--- src/rtl/serial_to_parallel_buf.sv ---
// serial_to_parallel_buf
// Assembles a 1-bit serial stream into DATA_W-bit words and offers each
// finished word on a registered valid/ready output. The final bit of a word
// is held off upstream only while the output still holds an unaccepted word.
module serial_to_parallel_buf #(
  parameter int DATA_W    = 8,
  parameter bit MSB_FIRST = 1'b1
) (
  input  logic              clk,
  input  logic              rst_n,
  input  logic              valid_a,
  input  logic              data_a,
  output logic              ready_a,
  output logic              valid_b,
  output logic [DATA_W-1:0] data_b,
  input  logic              ready_b,
  output logic              busy
);

  localparam int              CNT_W    = $clog2(DATA_W);
  localparam logic [CNT_W-1:0] LAST_CNT = CNT_W'(DATA_W - 1);
  localparam logic [CNT_W-1:0] CNT_ZERO = {CNT_W{1'b0}};
  localparam logic [CNT_W-1:0] CNT_ONE  = CNT_W'(1);

  logic [CNT_W-1:0]  cnt_r;
  logic [DATA_W-1:0] shift_r;
  logic [CNT_W-1:0]  cnt_next_s;
  logic [DATA_W-1:0] shift_next_s;
  logic              last_bit_s;
  logic              acc_s;
  logic              word_done_s;

  // Upstream handshake: only the word-completing bit can be stalled, and only
  // while the output slot is occupied and not being drained this cycle.
  always_comb begin
    last_bit_s  = (cnt_r == LAST_CNT);
    ready_a     = ~last_bit_s | ~valid_b | ready_b;
    acc_s       = valid_a & ready_a;
    word_done_s = acc_s & last_bit_s;
  end

  // Next assembly-register contents and bit count for an accepted bit.
  always_comb begin
    cnt_next_s   = cnt_r;
    shift_next_s = shift_r;
    if (acc_s) begin
      if (MSB_FIRST) begin
        shift_next_s = {shift_r[DATA_W-2:0], data_a};
      end else begin
        shift_next_s = {data_a, shift_r[DATA_W-1:1]};
      end
      if (word_done_s) begin
        cnt_next_s = CNT_ZERO;
      end else begin
        cnt_next_s = cnt_r + CNT_ONE;
      end
    end else begin
      cnt_next_s   = cnt_r;
      shift_next_s = shift_r;
    end
  end

  // Assembly state; busy mirrors whether a partial word is held after the edge.
  always_ff @(posedge clk or negedge rst_n) begin
    if (!rst_n) begin
      cnt_r   <= CNT_ZERO;
      shift_r <= {DATA_W{1'b0}};
      busy    <= 1'b0;
    end else begin
      cnt_r   <= cnt_next_s;
      shift_r <= shift_next_s;
      busy    <= (cnt_next_s != CNT_ZERO);
    end
  end

  // Output word slot: load on completion (even while draining the previous
  // word, giving bubble-free back-to-back words), clear valid on transfer.
  always_ff @(posedge clk or negedge rst_n) begin
    if (!rst_n) begin
      valid_b <= 1'b0;
      data_b  <= {DATA_W{1'b0}};
    end else if (word_done_s) begin
      valid_b <= 1'b1;
      data_b  <= shift_next_s;
    end else if (valid_b && ready_b) begin
      valid_b <= 1'b0;
    end else begin
      valid_b <= valid_b;
    end
  end

endmodule

--- config.mk ---
export PLATFORM = sky130hd
export DESIGN_NAME = serial_to_parallel_buf
export DESIGN_NICKNAME = d
export VERILOG_FILES = /design/src/rtl/serial_to_parallel_buf.sv
export SDC_FILE = /design/constraint.sdc
export NUM_CORES = 1
export LEC_CHECK = 0
export ABC_AREA = 0
export BUFFER_PORTS_ARGS = -buffer_cell sky130_fd_sc_hd__buf_4
export CAP_MARGIN = 25
export CORE_MARGIN = 2
export CORE_UTILIZATION = 54
export DETAILED_ROUTE_END_ITERATION = 12
export PLACE_DENSITY = 0.78
export SLEW_MARGIN = 20
export SYNTH_ARGS = -nofsm -noshare
export SYNTH_HDL_FRONTEND = slang
export SYNTH_SLANG_ARGS = --single-unit
--- constraint.sdc ---
create_clock -name clk -period 3.93 [get_ports clk]
set_input_delay 0.1965 -clock clk [delete_from_list [all_inputs] [get_ports clk]]
set_output_delay 0.1965 -clock clk [all_outputs]
set_load 0.005 [all_outputs]
---- Word-level counts from Yosys, hierarchy flattened ----
Index checks and enable logic that the tools add are counted.
cells by class
  add/sub/neg operators ................... 1
  $mul .................................... 0
  div/mod/pow operators ................... 0
  order comparisons ....................... 0
  equal/unequal tests ..................... 1
  shifts and indexed selects .............. 0
  multiplexer cells ....................... 5
  bitwise operators ....................... 6
  reduce and logical (&&, ||, !) cells .... 3
operators with widths
  kind                 count
  $mux 8               1
  $mux 3               2
  $add 3x1->3 const B  1
  $eq 3x3->1 const B   1
  $reduce_bool 3->1    1
  $and 1x1->1          2
  $mux 1               2
  $not 1->1            2
  $or 1x1->1           2
  $reduce_bool 2->1    1
  $logic_and 1x1->1    1
storage, ports and cells
  flip-flop bits (word level) ............. 21
  latch bits .............................. 0
  memory bits (writable) .................. 0
  memory bits (read-only) ................. 0
  input bits .............................. 5
  output and inout port bits .............. 11
  logic and storage cells ................. 21
  memories ................................ 0

---- Logic depth before layout (Yosys ltp) ----
Gate-level depths: netlist (run 1).
  depth in word-level cells ............... 9
  gate-level depth with buffers ........... 6
  depth with buffers taken out ............ 5

---- Worst setup path before layout (run 1) ----
Ideal clock, no wire load.
  path type ............................... register to register
  from .................................... register cnt_r[0]
  to ...................................... register cnt_r[1]
  library setup time ...................... 125 ps
  arrival time ............................ 1442 ps
  data required time ...................... 3805 ps
  setup slack ............................. 2363 ps
  cell stages (with the launch flop) ...... 7
  path buffers ............................ 1
  clock period less this slack ............ 1567 ps
  cells stage by stage .................... dfrtp_1 -> ha_1 -> ha_1 -> nand3b_2 -> nand2_2 -> buf_12 -> mux2_4
between the ends
  cells in the longest elaborated chain, start to end .. 8
  elaborated cells on any way between the ends .. 9
  classes of those cells .................. 1 x add/sub; 1 x eq/ne; 2 x mux; 5 x bitwise
ends and longest elaborated chain
  element                      RTL line  source
  start: declaration           25        logic [CNT_W-1:0] cnt_r;
  start signal: assignment     70        cnt_r <= cnt_next_s;
  $eq 3x3->1 (*)               36        last_bit_s = (cnt_r == LAST_CNT);
  $not 1->1 (*)                37        ready_a = ~last_bit_s | ~valid_b | ready_b;
  $or 1x1->1 (*) (2 in a row)  37
  via ready_a                  13        output logic ready_a,
  $and 1x1->1 (*)              38        acc_s = valid_a & ready_a;
  $and 1x1->1                  39        word_done_s = acc_s & last_bit_s;
  $mux 3                       52        if (word_done_s) begin
  $mux 3 (*)                   46        if (acc_s) begin
  via cnt_next_s[1]            27        logic [CNT_W-1:0] cnt_next_s;
Mark *: on every way through the listed nets, which the timed path passes. The rest lies on a longest branch.
A chain may end at the register's enable or synchronous reset.

---- Final worst setup path (run 1) ----
  from .................................... register cnt_r[0]
  to ...................................... register data_b[0]
between the ends
  cells in the longest elaborated chain, start to end .. 6
  elaborated cells on any way between the ends .. 7
  classes of those cells .................. 1 x eq/ne; 1 x mux; 5 x bitwise
ends and longest elaborated chain
  element                                       RTL line  source
  $eq 3x3->1 (*)                                36
  $not 1->1                                     37
  $or 1x1->1 (2 in a row)                       37
  $and 1x1->1                                   38
  $mux 8 / $and 1x1->1 (equally long branches)  46, 39
  end signal: assignment                        81        data_b <= {DATA_W{1'b0}};
  end signal: assignment                        84        data_b <= shift_next_s;
  end: declaration                              15        output logic [DATA_W-1:0] data_b,
Mark *: on every way between the ends. The rest lies on a longest branch, timed or not.

==> key figures, run 1 <==
Timing
  • Final hold violations: 0
  • Slew headroom: 37.6%
  • Worst Max-Slew Pin Slew: 0.934 ns
  • Highest Clock Rate: 0.476 GHz
  • WHS: 0.107 ns
  • Minimum clock period: 2.10 ns
  • Setup-failing EPs final: 0
  • Setup tns final: 0 ns
  • Final worst-path cycle share: 53.4%
  • Clock skew: 0.00213 ns
  • Final Slew Violations: 0
  • Unrepaired setup endpoints after global routing: no

CTS
  • Clk sinks: 20
  • Post-CTS Resized: 0
  • CTS clk-pin slew, worst paths: 0.11 ns
  • Clk_lat worst skew: 0.30 ns
  • CTS tree: built
  • H-tree levels: 1
  • Max Buffers Root-to-Sink: 2
  • TritonCTS buffer count: 3
  • Root cell of the clock tree: clkbuf_4

Drt
  • Final wirelength: 1330 µm
  • Routed wire length per instance: 15.1 µm
  • Antenna-violating nets left: 0
  • Detailed-route via count: 462
  • 1st-iter DRT viols: 2
  • Detailed-router iteration count before antenna repair: 3
  • Residual DRC count: 0
  • Via/cell ratio: 5.25

Yosys
  • Syn Inst Count: 54
  • Post-Syn Nets: 61
  • Syn. warnings: 0
  • Mean Syn Cell Area: 16.4 µm²
  • Post-synth EDFFs: 0
  • Flops & latches, synth: 20
  • Synthesized area: 885 µm²
  • Synth cell types: 17
  • Dominant synthesized flop cell: dfrtp_1
  • Synth async-reset ratio: 100%
  • Seq/Total Area, Yosys: 56.6%

Job
  • Max-cap violations: 0

Global routing
  • Tot GR Track Use: 15.1%
  • Vias in the first global route: 452
  • First-pass GRT wire length: 2040 µm
  • Initial antenna violation count: 0
  • Total gr overflow: 0
  • Largest net degree at the start of global routing: 21

Critical path
  • Cells on worst reg2reg path: 5
  • Worst endpoint data arrival time: 2.29 ns
  • R2R Setup Slk: 1.83 ns
  • WP data required: 4.12 ns
  • Worst-path maximum fanout: 8
  • Crit path kind: flip-flop to flip-flop
  • R2R Path End: data_b[0]
  • Worst r2r src: cnt_r[0]
  • Critical Path Sink Type: flip-flop
  • Crit path launch type: flip-flop

Power and ir drop
  • Power Density: 740 nW/µm²
  • LEAKAGE: 0.511 nW
  • VDD IR max: 0.377 mV

Cells and area
  • Area taken by multi-input logic gates: 349 µm²
  • Share of layout cells above drive strength 1: 52.8%
  • Final #Nets: 80
  • Fillers: 118
  • Sequential Area: 500 µm²
  • Ant. Diodes: 0
  • Synth-to-layout area growth: 16.7%

Floorplan
  • Initial Utilization: 58.0%
  • IO Pins: 16
  • Die area: 1980 µm²
  • Num rows: 14
  • Die Y: 44.5 µm
  • Die Wd: 44.5 µm
  • Core area: 1520 µm²

Placement
  • Routability cong.: 0.726
  • Port-buffer cells: 15
  • Post-DP HPWL: 948 µm

Worst hold path
  • Hold Crit Depth: 2
  • WHS Endpoint: cnt_r[0]
  • Hold_sp: valid_a
  • HP Class: input pin to flip-flop

Outcome
  • Status: completed
## sequential cells by signal, summed over array words and instances, names as in the netlist
register and count:
data_b 8, shift_r 7, cnt_r 3, busy 1, valid_b 1
## metrics by stage
stage / cells / setup slack, ns / instance area [µm²] / util [%] / power, mW
after global placement: 83 / 1.89 / 986 / 64.7 / 0.640
final: 88 / 1.83 / 1030 / 67.7 / 0.764
after detailed placement: 83 / 1.80 / 986 / 64.7 / 0.655
after global routing: 88 / 1.68 / 1030 / 67.7 / 0.813
after floorplan: 54 / 2.36 / 885 / - / 0.542
after CTS: 88 / 1.79 / 1030 / 67.7 / 0.773
## synth_stat cells (2+ instances only)
cell type  count  area share (%)
nand2_1        2            0.85
dfrtp_1       20              57
nor3_1         2             1.1
mux2_4        16              27
ha_1           2             2.8
## layout make-up
| cell class | instances | share of cell area (%) |
|---|---|---|
| flip-flops and latches | 20 | 48.5 |
| multi-input cells | 31 | 33.8 |
| repair buffers | 16 | 11.9 |
| clock buffers | 4 | 3.52 |
| well taps | 16 | 1.94 |
| inverters | 1 | 0.364 |
## worst max-delay path, stage by stage, from the launching register on
cell and delay (ns):
dfrtp_1 0.42, ha_1 0.18, ha_1 0.22, nand2_1 0.09, nor2b_1 0.73, mux2_4 0.36
## per-layer routing
layer,wire [µm],global-route usage [%],vias up,share of wire (%)
met2,626,22.9,8,47
met3,43,3.67,4,3.2
met4,37,9.09,0,2.8
met5,0,0,-,0
li1,-,-,226,-
met1,618,19.4,224,47
## worst max-delay path by stage
| stage | startpoint | end | depth (start not counted) |
|---|---|---|---|
| 6_report | cnt_r[0] | data_b[0] | 5 |
| 5_1_grt | cnt_r[0] | data_b[0] | 5 |
| 3_5_place_dp | cnt_r[0] | data_b[0] | 5 |
| 2_1_floorplan | cnt_r[0] | cnt_r[1] | 6 |
| 4_1_cts | cnt_r[0] | data_b[0] | 5 |
| 3_3_place_gp | cnt_r[0] | data_b[0] | 5 |
## cell families after synthesis
kind of cell | after synthesis | synth area share [%]
flops | 20 | 56.6
mux | 18 | 29.6
simple gates | 9 | 5.80
buf+inv | 3 | 3.96
compound gates | 2 | 1.27
fa+ha+maj | 2 | 2.83
## what timing repair did
action	CTS	global route
hold buffers	1	0
endpoints found under the setup margin	0	0
buffers inserted	0	0
endpoints found under the hold margin	20	0
## layout by cell type (no fill, tap or decap)
| master | n |
|---|---|
| buf_4 | 15 |
| nand2b_1 | 1 |
| nand2_1 | 2 |
| nand3b_2 | 1 |
| mux2_2 | 1 |
| mux2_4 | 16 |
| clkbuf_4 | 3 |
| nor3_1 | 2 |
| inv_1 | 1 |
| nor2_1 | 1 |
| clkbuf_8 | 1 |
| dfrtp_1 | 20 |
| nor2b_1 | 1 |
| a31oi_1 | 1 |
| a21oi_1 | 1 |
| dlygate4sd3_1 | 1 |
| nand2_2 | 1 |
| ha_1 | 2 |
| mux2i_1 | 1 |
## where the power goes
group | internal [mW] | total, mW | leakage [nW] | switching (mW)
logic | 0.200 | 0.290 | 0.254 | 0.0892
registers | 0.293 | 0.356 | 0.236 | 0.0625
clock network | 0.0565 | 0.118 | 0.0210 | 0.0614
total | 0.550 | 0.764 | 0.511 | 0.213
(Power assumes the default switching activity.)
==> run 2: changes to the inputs <==
- ABC_AREA: 0 -> 1
- CORE_UTILIZATION: 54 -> 52
- PLACE_DENSITY: 0.78 -> 0.76
- clock period: 3.93 -> 1.95 ns (I/O delays scaled with it)
==> run 2 against run 1 <==
Sequential share of layout area rose by 0.59 points. Worst setup slack got worse by 1.5 ns. Utilization fell by 0.82 points. Cell count rose by 42%. First-iteration DRC count rose to 7.5 times the previous value. Clock power rose by 96%. Global-route usage rose by 2.4 points. Non-clock buffer count rose by 2. Maximum frequency rose by 31%. Cell area fell by 1.2%.
==> key figures, run 2 <==
Power and ir drop
  • Power Density: 1320 nW/µm²
  • LEAKAGE: 0.565 nW
  • VDD IR max: 0.715 mV

Floorplan
  • Num rows: 14
  • Core area: 1520 µm²
  • IO Pins: 16
  • Die area: 1980 µm²
  • Initial Utilization: 55.8%
  • Die Y: 44.5 µm
  • Die Wd: 44.5 µm

CTS
  • CTS tree: built
  • Postcts setup bufs: 0
  • H-tree levels: 1
  • Max Buffers Root-to-Sink: 2
  • CTS clk-pin slew, worst paths: 0.10 ns
  • TritonCTS buffer count: 3
  • Clk sinks: 20
  • Clk_lat worst skew: 0.30 ns
  • Root cell of the clock tree: clkbuf_4

Yosys
  • Syn Inst Count: 90
  • Flops & latches, synth: 20
  • Synth cell types: 15
  • Post-synthesis mux area share: 0%
  • Share of the synthesized area in the top cell type: 58.8%
  • Largest family of logic cells by synthesized area: simple AND/OR/NAND/NOR gates
  • Seq/Total Area, Yosys: 58.8%
  • Post-Syn Nets: 97
  • Post-synth EDFFs: 0
  • Cell taking the most area after synthesis: dfrtp_1
  • Synthesized area: 851 µm²
  • Compound-gate portion of the synthesized area: 2.21%
  • Adder-cell share of the synthesized area: 2.94%
  • Post-synth top cells: nand2_1 (37), dfrtp_1 (20), nand3_1 (9), inv_1 (7), nand2_2 (3)
  • Area contributors post-synth: dfrtp_1 (59%), nand2_1 (16%), nand3_1 (5.3%), inv_1 (3.1%), ha_1 (2.9%)
  • Synth async-reset ratio: 100%
  • Mean Syn Cell Area: 9.45 µm²
  • Dominant synthesized flop cell: dfrtp_1
  • Simple-gate share of the synthesized area: 29.0%
  • Syn. warnings: 0
  • Synth Area in XOR/XNOR: 0%
  • Most frequent cell after synthesis: nand2_1

Cells and area
  • Max reg flops: 8
  • Final #Nets: 117
  • Top reg by flops: data_b
  • Utilization after layout: 66.9%
  • Post-Layout Cell Count: 125
  • Synth-to-layout area growth: 19.9%
  • Most frequent standard cell in the layout excluding fill and tap cells: nand2_1
  • Largest regs: data_b x8, shift_r x7, cnt_r x3
  • Finished Cell Area: 1020 µm²
  • Ant. Diodes: 0
  • Most frequent cells in the layout: nand2_1 (37), dfrtp_1 (20), buf_4 (16), nand3_1 (9), inv_1 (7)
  • Share of layout cells above drive strength 1: 24.8%

Timing
  • Setup-failing EPs final: 0
  • Final worst-path cycle share: 82.2%
  • Unrepaired setup endpoints after global routing: no
  • Final hold violations: 0
  • Clock skew: 0.00531 ns
  • Setup tns final: 0 ns
  • Final Slew Violations: 0
  • Highest Clock Rate: 0.624 GHz
  • Worst Max-Slew Pin Slew: 0.243 ns
  • Slew headroom: 83.8%
  • Minimum clock period: 1.60 ns
  • Setup slack after layout: 0.347 ns

Global routing
  • Tot GR Track Use: 17.5%
  • First-pass GRT wire length: 2450 µm
  • Vias in the first global route: 580
  • Total gr overflow: 0
  • Largest net degree at the start of global routing: 21
  • Initial antenna violation count: 0

Critical path
  • Worst endpoint data arrival time: 1.80 ns
  • WP data required: 2.15 ns
  • Crit path launch type: flip-flop
  • Critical Path Sink Type: flip-flop
  • Crit path kind: flip-flop to flip-flop
  • Worst-path maximum fanout: 16

Outcome
  • Status: completed

Drt
  • Routed wire length per instance: 11.5 µm
  • Final wirelength: 1440 µm
  • 1st-iter DRT viols: 15
  • Residual DRC count: 0
  • Via/cell ratio: 5.06
  • Detailed-router iteration count before antenna repair: 5
  • Antenna-violating nets left: 0
  • Detailed-route via count: 632

Placement
  • Port-buffer cells: 15
  • Placed insts: 119
  • Post-DP HPWL: 1080 µm
  • Setup WS pre-CTS: 0.360 ns
  • Routability cong.: 0.863
  • Dpl cell area: 963 µm²

Worst hold path
  • HP Class: input pin to flip-flop

Job
  • Max-cap violations: 0
==> run 2: final timing paths <==
check | startpoint | depth (start not counted) | end | slack (ns)
setup / recovery | cnt_r[0] | 8 | data_b[4] | 0.35
hold / removal | ready_b | 4 | valid_b | 0.05
setup reg to reg | cnt_r[0] | 8 | data_b[4] | 0.35
hold reg to reg | data_b[7] | 2 | data_b[7] | 0.48
max in group asynchronous | rst_n | 2 | cnt_r[2] | 1.54
min in group asynchronous | rst_n | 2 | data_b[1] | 0.20
==> run 2: area by class of cell <==
type	count	area, µm²
clock buffers	4	36.3
fillers	117	504
inverters	8	32.5
multi-input cells	59	290
flip-flops and latches	20	500
well taps	16	20.0
repair buffers	18	140
==> run 2: layer usage <==
metal,part of all wire (%),GRT usage [%],wire length (µm)
met5,0,0,0
met4,0.90,5.45,13
met3,6.4,6.12,92
met2,45,25.9,651
met1,47,24.4,682
==> run 2: logic make-up (layout without fill, tap and decap cells) <==
group	Yosys count	in the layout
buffers and inverters	11	30
AO/OA/AOI/OAI	3	3
adder cells (fa/ha/maj)	2	2
AND/OR/NAND/NOR	54	54
flip-flops	20	20
==> run 2: critical path: stages (launching register included) <==
cell     delay (ns)
dfrtp_1        0.42
ha_1           0.21
ha_1           0.20
nand3_2        0.14
nand2_4        0.12
inv_4          0.15
nand2_2        0.14
nand2_1        0.09
nand2_1        0.04
==> run 2: what timing repair did <==
item	in CTS	in global routing
endpoints found under the hold margin	21	0
hold buffers	2	0
gates resized for setup	0	0
==> run 2: where the power goes <==
| group | leakage, nW | total (mW) | internal [mW] | switching (mW) |
|---|---|---|---|---|
| registers | 0.250 | 0.657 | 0.560 | 0.0966 |
| logic | 0.293 | 0.462 | 0.237 | 0.225 |
| clock network | 0.0210 | 0.231 | 0.114 | 0.117 |
==> run 2: through the flow <==
stage / hold slack [ns] / total power, mW
floorplan: -0.198 / 0.909
global placement: -0.0182 / 1.11
detailed placement: -0.0152 / 1.13
CTS: 0.0480 / 1.36
global route: 0.0640 / 1.46
finish: 0.0545 / 1.35
